===== config.mk =====
export PLATFORM = sky130hd
export DESIGN_NAME = router_out_reader
export DESIGN_NICKNAME = d
export VERILOG_FILES = /design/src/rtl/router_out_reader.sv
export SDC_FILE = /design/constraint.sdc
export NUM_CORES = 1
export LEC_CHECK = 0
export ABC_AREA = 1
export ABC_CLOCK_PERIOD_IN_PS = 5500
export CAP_MARGIN = 20
export CORE_MARGIN = 5
export CORE_UTILIZATION = 45
export CTS_CLUSTER_DIAMETER = 200
export DETAILED_ROUTE_END_ITERATION = 8
export PLACE_DENSITY = 0.66
export SLEW_MARGIN = 20
export SYNTH_ARGS = -nofsm -noshare
export SYNTH_HDL_FRONTEND = slang
export SYNTH_SLANG_ARGS = --single-unit

===== constraint.sdc =====
create_clock -name clk -period 5.5 [get_ports clk]
set_input_delay 1.65 -clock clk [delete_from_list [all_inputs] [get_ports clk]]
set_output_delay 1.65 -clock clk [all_outputs]
set_load 0.01 [all_outputs]

===== src/rtl/router_out_reader.sv =====
// router_out_reader: drains one router port FIFO through a 2-entry buffer to a valid/ready sink,
// checking packet framing and parity, and flushing the FIFO when the sink stalls too long.
module router_out_reader #(
   parameter int TIMEOUT = 30
) (
   input  logic       clk,
   input  logic       reset,
   input  logic       fifo_empty,
   input  logic [8:0] fifo_dout,
   output logic       fifo_rd_en,
   output logic       fifo_soft_reset,
   output logic [7:0] data_out,
   output logic       vld_out,
   input  logic       read_enb,
   output logic       pkt_done,
   output logic       pkt_err,
   output logic       timeout
);
   typedef enum logic {IDLE, BODY} state_t;
   state_t     state, state_n;
   logic [8:0] ob0, ob1;
   logic [1:0] occ;
   logic       inflight, pop, stall, flush, wi, hdr;
   logic [2:0] lvl;
   logic [7:0] stall_cnt, acc, acc_n, head;
   logic [6:0] rem, rem_n;
   logic       done_n, err_n;

   assign vld_out    = occ != 2'd0;
   assign data_out   = ob0[7:0];
   assign head       = ob0[7:0];
   assign hdr        = ob0[8];
   assign pop        = vld_out & read_enb;
   assign stall      = vld_out & !read_enb;
   assign flush      = stall && stall_cnt == 8'(TIMEOUT - 1);
   assign lvl        = {1'b0, occ} + {2'b0, inflight} - {2'b0, pop};
   assign fifo_rd_en = !reset & !fifo_empty & !fifo_soft_reset & (lvl < 3'd2);
   assign timeout    = fifo_soft_reset;
   // slot the arriving word lands in, after this cycle's pop has shifted the buffer
   assign wi         = occ[1] | (occ[0] & !pop);

   always_ff @(posedge clk) begin
      if (reset) begin
         occ             <= 2'd0;
         inflight        <= 1'b0;
         stall_cnt       <= 8'd0;
         fifo_soft_reset <= 1'b0;
         ob0             <= 9'd0;
         ob1             <= 9'd0;
      end else begin
         fifo_soft_reset <= flush;
         stall_cnt       <= (stall && !flush) ? stall_cnt + 8'd1 : 8'd0;
         if (flush) begin
            occ      <= 2'd0;
            inflight <= 1'b0;
         end else begin
            occ      <= occ + {1'b0, inflight} - {1'b0, pop};
            inflight <= fifo_rd_en;
            if (inflight && !wi) ob0 <= fifo_dout;
            else if (pop) ob0 <= ob1;
            if (inflight && wi) ob1 <= fifo_dout;
         end
      end
   end

   always_comb begin
      state_n = state;
      rem_n   = rem;
      acc_n   = acc;
      done_n  = 1'b0;
      err_n   = 1'b0;
      if (pop) begin
         if (hdr) begin
            state_n = BODY;
            rem_n   = {1'b0, head[7:2]} + 7'd1;
            acc_n   = head;
            done_n  = state == BODY;
            err_n   = state == BODY;
         end else if (state == IDLE) begin
            err_n = 1'b1;
         end else if (rem == 7'd1) begin
            state_n = IDLE;
            rem_n   = 7'd0;
            acc_n   = 8'd0;
            done_n  = 1'b1;
            err_n   = acc != head;
         end else begin
            acc_n = acc ^ head;
            rem_n = rem - 7'd1;
         end
      end
   end

   always_ff @(posedge clk) begin
      if (reset || flush) begin
         state    <= IDLE;
         rem      <= 7'd0;
         acc      <= 8'd0;
         pkt_done <= 1'b0;
         pkt_err  <= 1'b0;
      end else begin
         state    <= state_n;
         rem      <= rem_n;
         acc      <= acc_n;
         pkt_done <= done_n;
         pkt_err  <= err_n;
      end
   end
endmodule


==> key figures, run 1 <==
Drt
  – Via-to-Cell Ratio: 5.00
  – Via count: about 2,300
  – Drt first pass iters: 4
  – Overall routed net length: 5300 um
  – DRC Markers: 0
  – DR iter-0 viols: 112
  – Antenna Nets Post-Route: 0
  – Avg WL per Cell: 11.4 um

Global route
  – Initial antenna violation count: 0
  – Met2 Usage GRT: 26.1%
  – Gr ovfl total: 0
  – First-pass GRT wire length: 9180 um
  – Layer with the highest usage: met2
  – Vias in the first global route: 2,114
  – Met1 usage: 18.2%
  – Grt met3 use: 3.42%
  – Largest net degree at the start of global routing: 22
  – All-Layer GR Usage: about 15%

Timing
  – Final setup viols: 0
  – Setup TNS: 0 ns
  – Worst-Margin Slew: 0.711 ns
  – Period minus WS final: around 5.4 ns
  – Fin crit share: a little over nine tenths
  – Fin Clk Skew: 0.0127 ns
  – Hold Worst Slack: around 0.46 ns
  – Max-slew violations: 0
  – Fmax: 186 MHz
  – Final Hold Vio Count: 0
  – Relative slew slack: a little over half
  – RSZ-0062 raised after global routing: no

Worst hold path
  – Worst hold path type: reg2reg

Synthesis
  – Cell variety after synth: 35
  – Synth top area share: 36.5%
  – FF+latch count, synth: 48
  – Commonest cells post-synth: 72 x nand2_1, 59 x nor2_1, 48 x dfxtp_1
  – Cell with the most instances after synthesis: nand2_1
  – Post-synthesis cell count: 376
  – Cell area after synthesis: 2630 um2
  – Syn_area_per_cell: 7.00 um2
  – Ys Warns: 0
  – EDFF count, synth: 0
  – Synth top area cells: dfxtp_1 37%, nand2_1 10%, nor2_1 8.4%
  – Top FF cell, synth: dfxtp_1
  – Post-synth net total: 397
  – Ys async rst share: 0%
  – Synth area leader: dfxtp_1
  – Seq/Total Area, Yosys: between 30% and 40%

Critical path
  – Crit-path max cell delay: 0.46 ns
  – CP max FO: 2
  – Startpoint Class: input pin
  – Worst Setup Path Type: in2out
  – Worst Path Required: between 3 and 4 ns
  – CP arrival: roughly 3.7 ns
  – Slowest stage cell, crit path: clkdlybuf4s50_1
  – R2R setup slack: 3.22 ns
  – CP cell instances: clkdlybuf4s50_1, nand2_4, inv_4, ha_1, inv_1, ha_1, fa_1, nor2_1, nand2_1, nor2_1, dlygate4sd2_1
  – Crit-path leading delay family: adder cells
  – WP buf/inv: 4
  – Crit. End Element: output pin

Floorplanning
  – Number of core rows: 27
  – Starting density of the core: 46.9%
  – IO Pins: 27
  – Die height: 86.5 um
  – Die width: ~86 um
  – Core footprint: between 5000 and 6000 um2
  – Die area: roughly 7500 um2

Run status
  – Status: complete, no violations

Layout
  – Layout cells sized above 1: 8.65%
  – Fin cells: 465
  – Nets: 413
  – Final Util: 52.7%
  – Synthesis-to-layout area growth: 12.4%
  – # diodes: 0
  – Post-Layout Inst Area: 2960 um2
  – Final-layout fill cell count: 572

Placed design
  – HPWL after DPL: ~4000 um
  – Placed insts: 457
  – Post-Place Cell Area: 2850 um2
  – Port bufs: 26
  – GP Congestion: around 0.83

Clock tree
  – Post-cts hold buffer count: 0
  – H-tree level count: 2
  – CTS Buffer Depth: 2
  – Post-CTS setup buffer count: 0
  – Clock Root Buffer: clkbuf_8
  – Worst-skew pair later-pin latency: 0.30 ns
  – Clk slew on worst S/H paths: roughly 0.08 ns
  – CTS tree: yes
  – Num CTS Buffers: 5
  – # clock sinks: 48

Job
  – Max_cap viols: 0

Pwr
  – Power per Cell Area: approximately 400 nW/um2
  – Peak VDD IR: 0.000258 V
  – Static Leak: 1.29 nW
-- stage by stage --
step | setup slack (ns) | power [W]
final | 0.126 | 0.00118
after global placement | -0.135 | 0.000933
after detailed placement | -0.157 | 0.000939
after CTS | 0.104 | 0.00119
after global routing | 0.00891 | 0.00128
after floorplan | 0.837 | 0.000826
-- sequential cells by signal (all words and copies together), names as in the netlist --
signal	flops
ob0	9
ob1	9
acc	8
stall_cnt	8
rem	7
occ	2
fifo_soft_reset	1
inflight	1
pkt_done	1
pkt_err	1
state	1
-- power breakdown --
| part | leakage, nW | switching, W | internal [W] |
|---|---|---|---|
| Combinational | 0.842 | 0.000257 | 0.000190 |
| Sequential | 0.389 | 0.0000824 | 0.000398 |
| Clock | 0.0552 | 0.000117 | 0.000135 |
-- placed cells by master (no fill, tap or decap), types with 8 or more instances in the layout --
cell / n
nand2_1: 72
nor2_1: 59
dfxtp_1: 48
inv_1: 41
o21ai_0: 34
clkdlybuf4s50_1: 25
a21oi_1: 18
nand4_1: 12
a31oi_1: 10
nand3_1: 8
o21ai_1: 8
-- final timing paths --
| kind | endpoint | from | depth (start not counted) |
|---|---|---|---|
| hold reg to reg | state$_SDFFE_PP0P_ | state$_SDFFE_PP0P_ | 2 |
| hold / removal | state$_SDFFE_PP0P_ | state$_SDFFE_PP0P_ | 2 |
| setup / recovery | fifo_rd_en | read_enb | 11 |
| setup reg to reg | inflight$_SDFF_PP0_ | occ[1]$_SDFF_PP0_ | 12 |
-- metal layers --
| layer | wire length [um] | vias to the layer above |
|---|---|---|
| li1 | - | 1229 |
| met1 | 2500 | 1051 |
| met2 | 2510 | 35 |
| met3 | 233 | 9 |
| met4 | 60 | 0 |
| met5 | 0 | - |
-- final cells by class --
class	count	area, um2	area share, %
inverter	49	186	6.30
clock inverter	2	35.0	1.18
tap	72	90.1	3.05
sequential	48	961	32.5
clock buffer	6	72.6	2.45
timing repair buffer	30	289	9.77
multi-input combinational	258	1320	44.8
-- kinds of logic (layout without fill, tap and decap cells) --
family,Yosys count,in the layout,synth area share (%)
xor+xnor,6,6,2.00
fa+ha+maj,8,8,4.09
compound gates,73,73,14.7
simple gates,171,171,29.5
flops,48,48,36.5
buf+inv,70,87,13.2
-- repair_timing --
item	in CTS	in global routing
resized for setup	1	0
endpoints found under the hold margin	0	0
endpoints found under the setup margin	1	0
-- worst register-to-register path, delay by kind of cell, from the launching register on --
family	cells	cell delay (ns)
DFF	1	0.33
buffers and inverters	4	0.45
and+or+nand+nor	5	0.53
adders and majority gates	3	0.90
Note: power is estimated with default switching activity, not from simulation.
==> run 2: changes to the inputs <==
GPL_ROUTABILITY_DRIVEN = 0   (was unset)
==> results of run 2 <==
Final layout, timing and power as in run 1 (identical DEF).
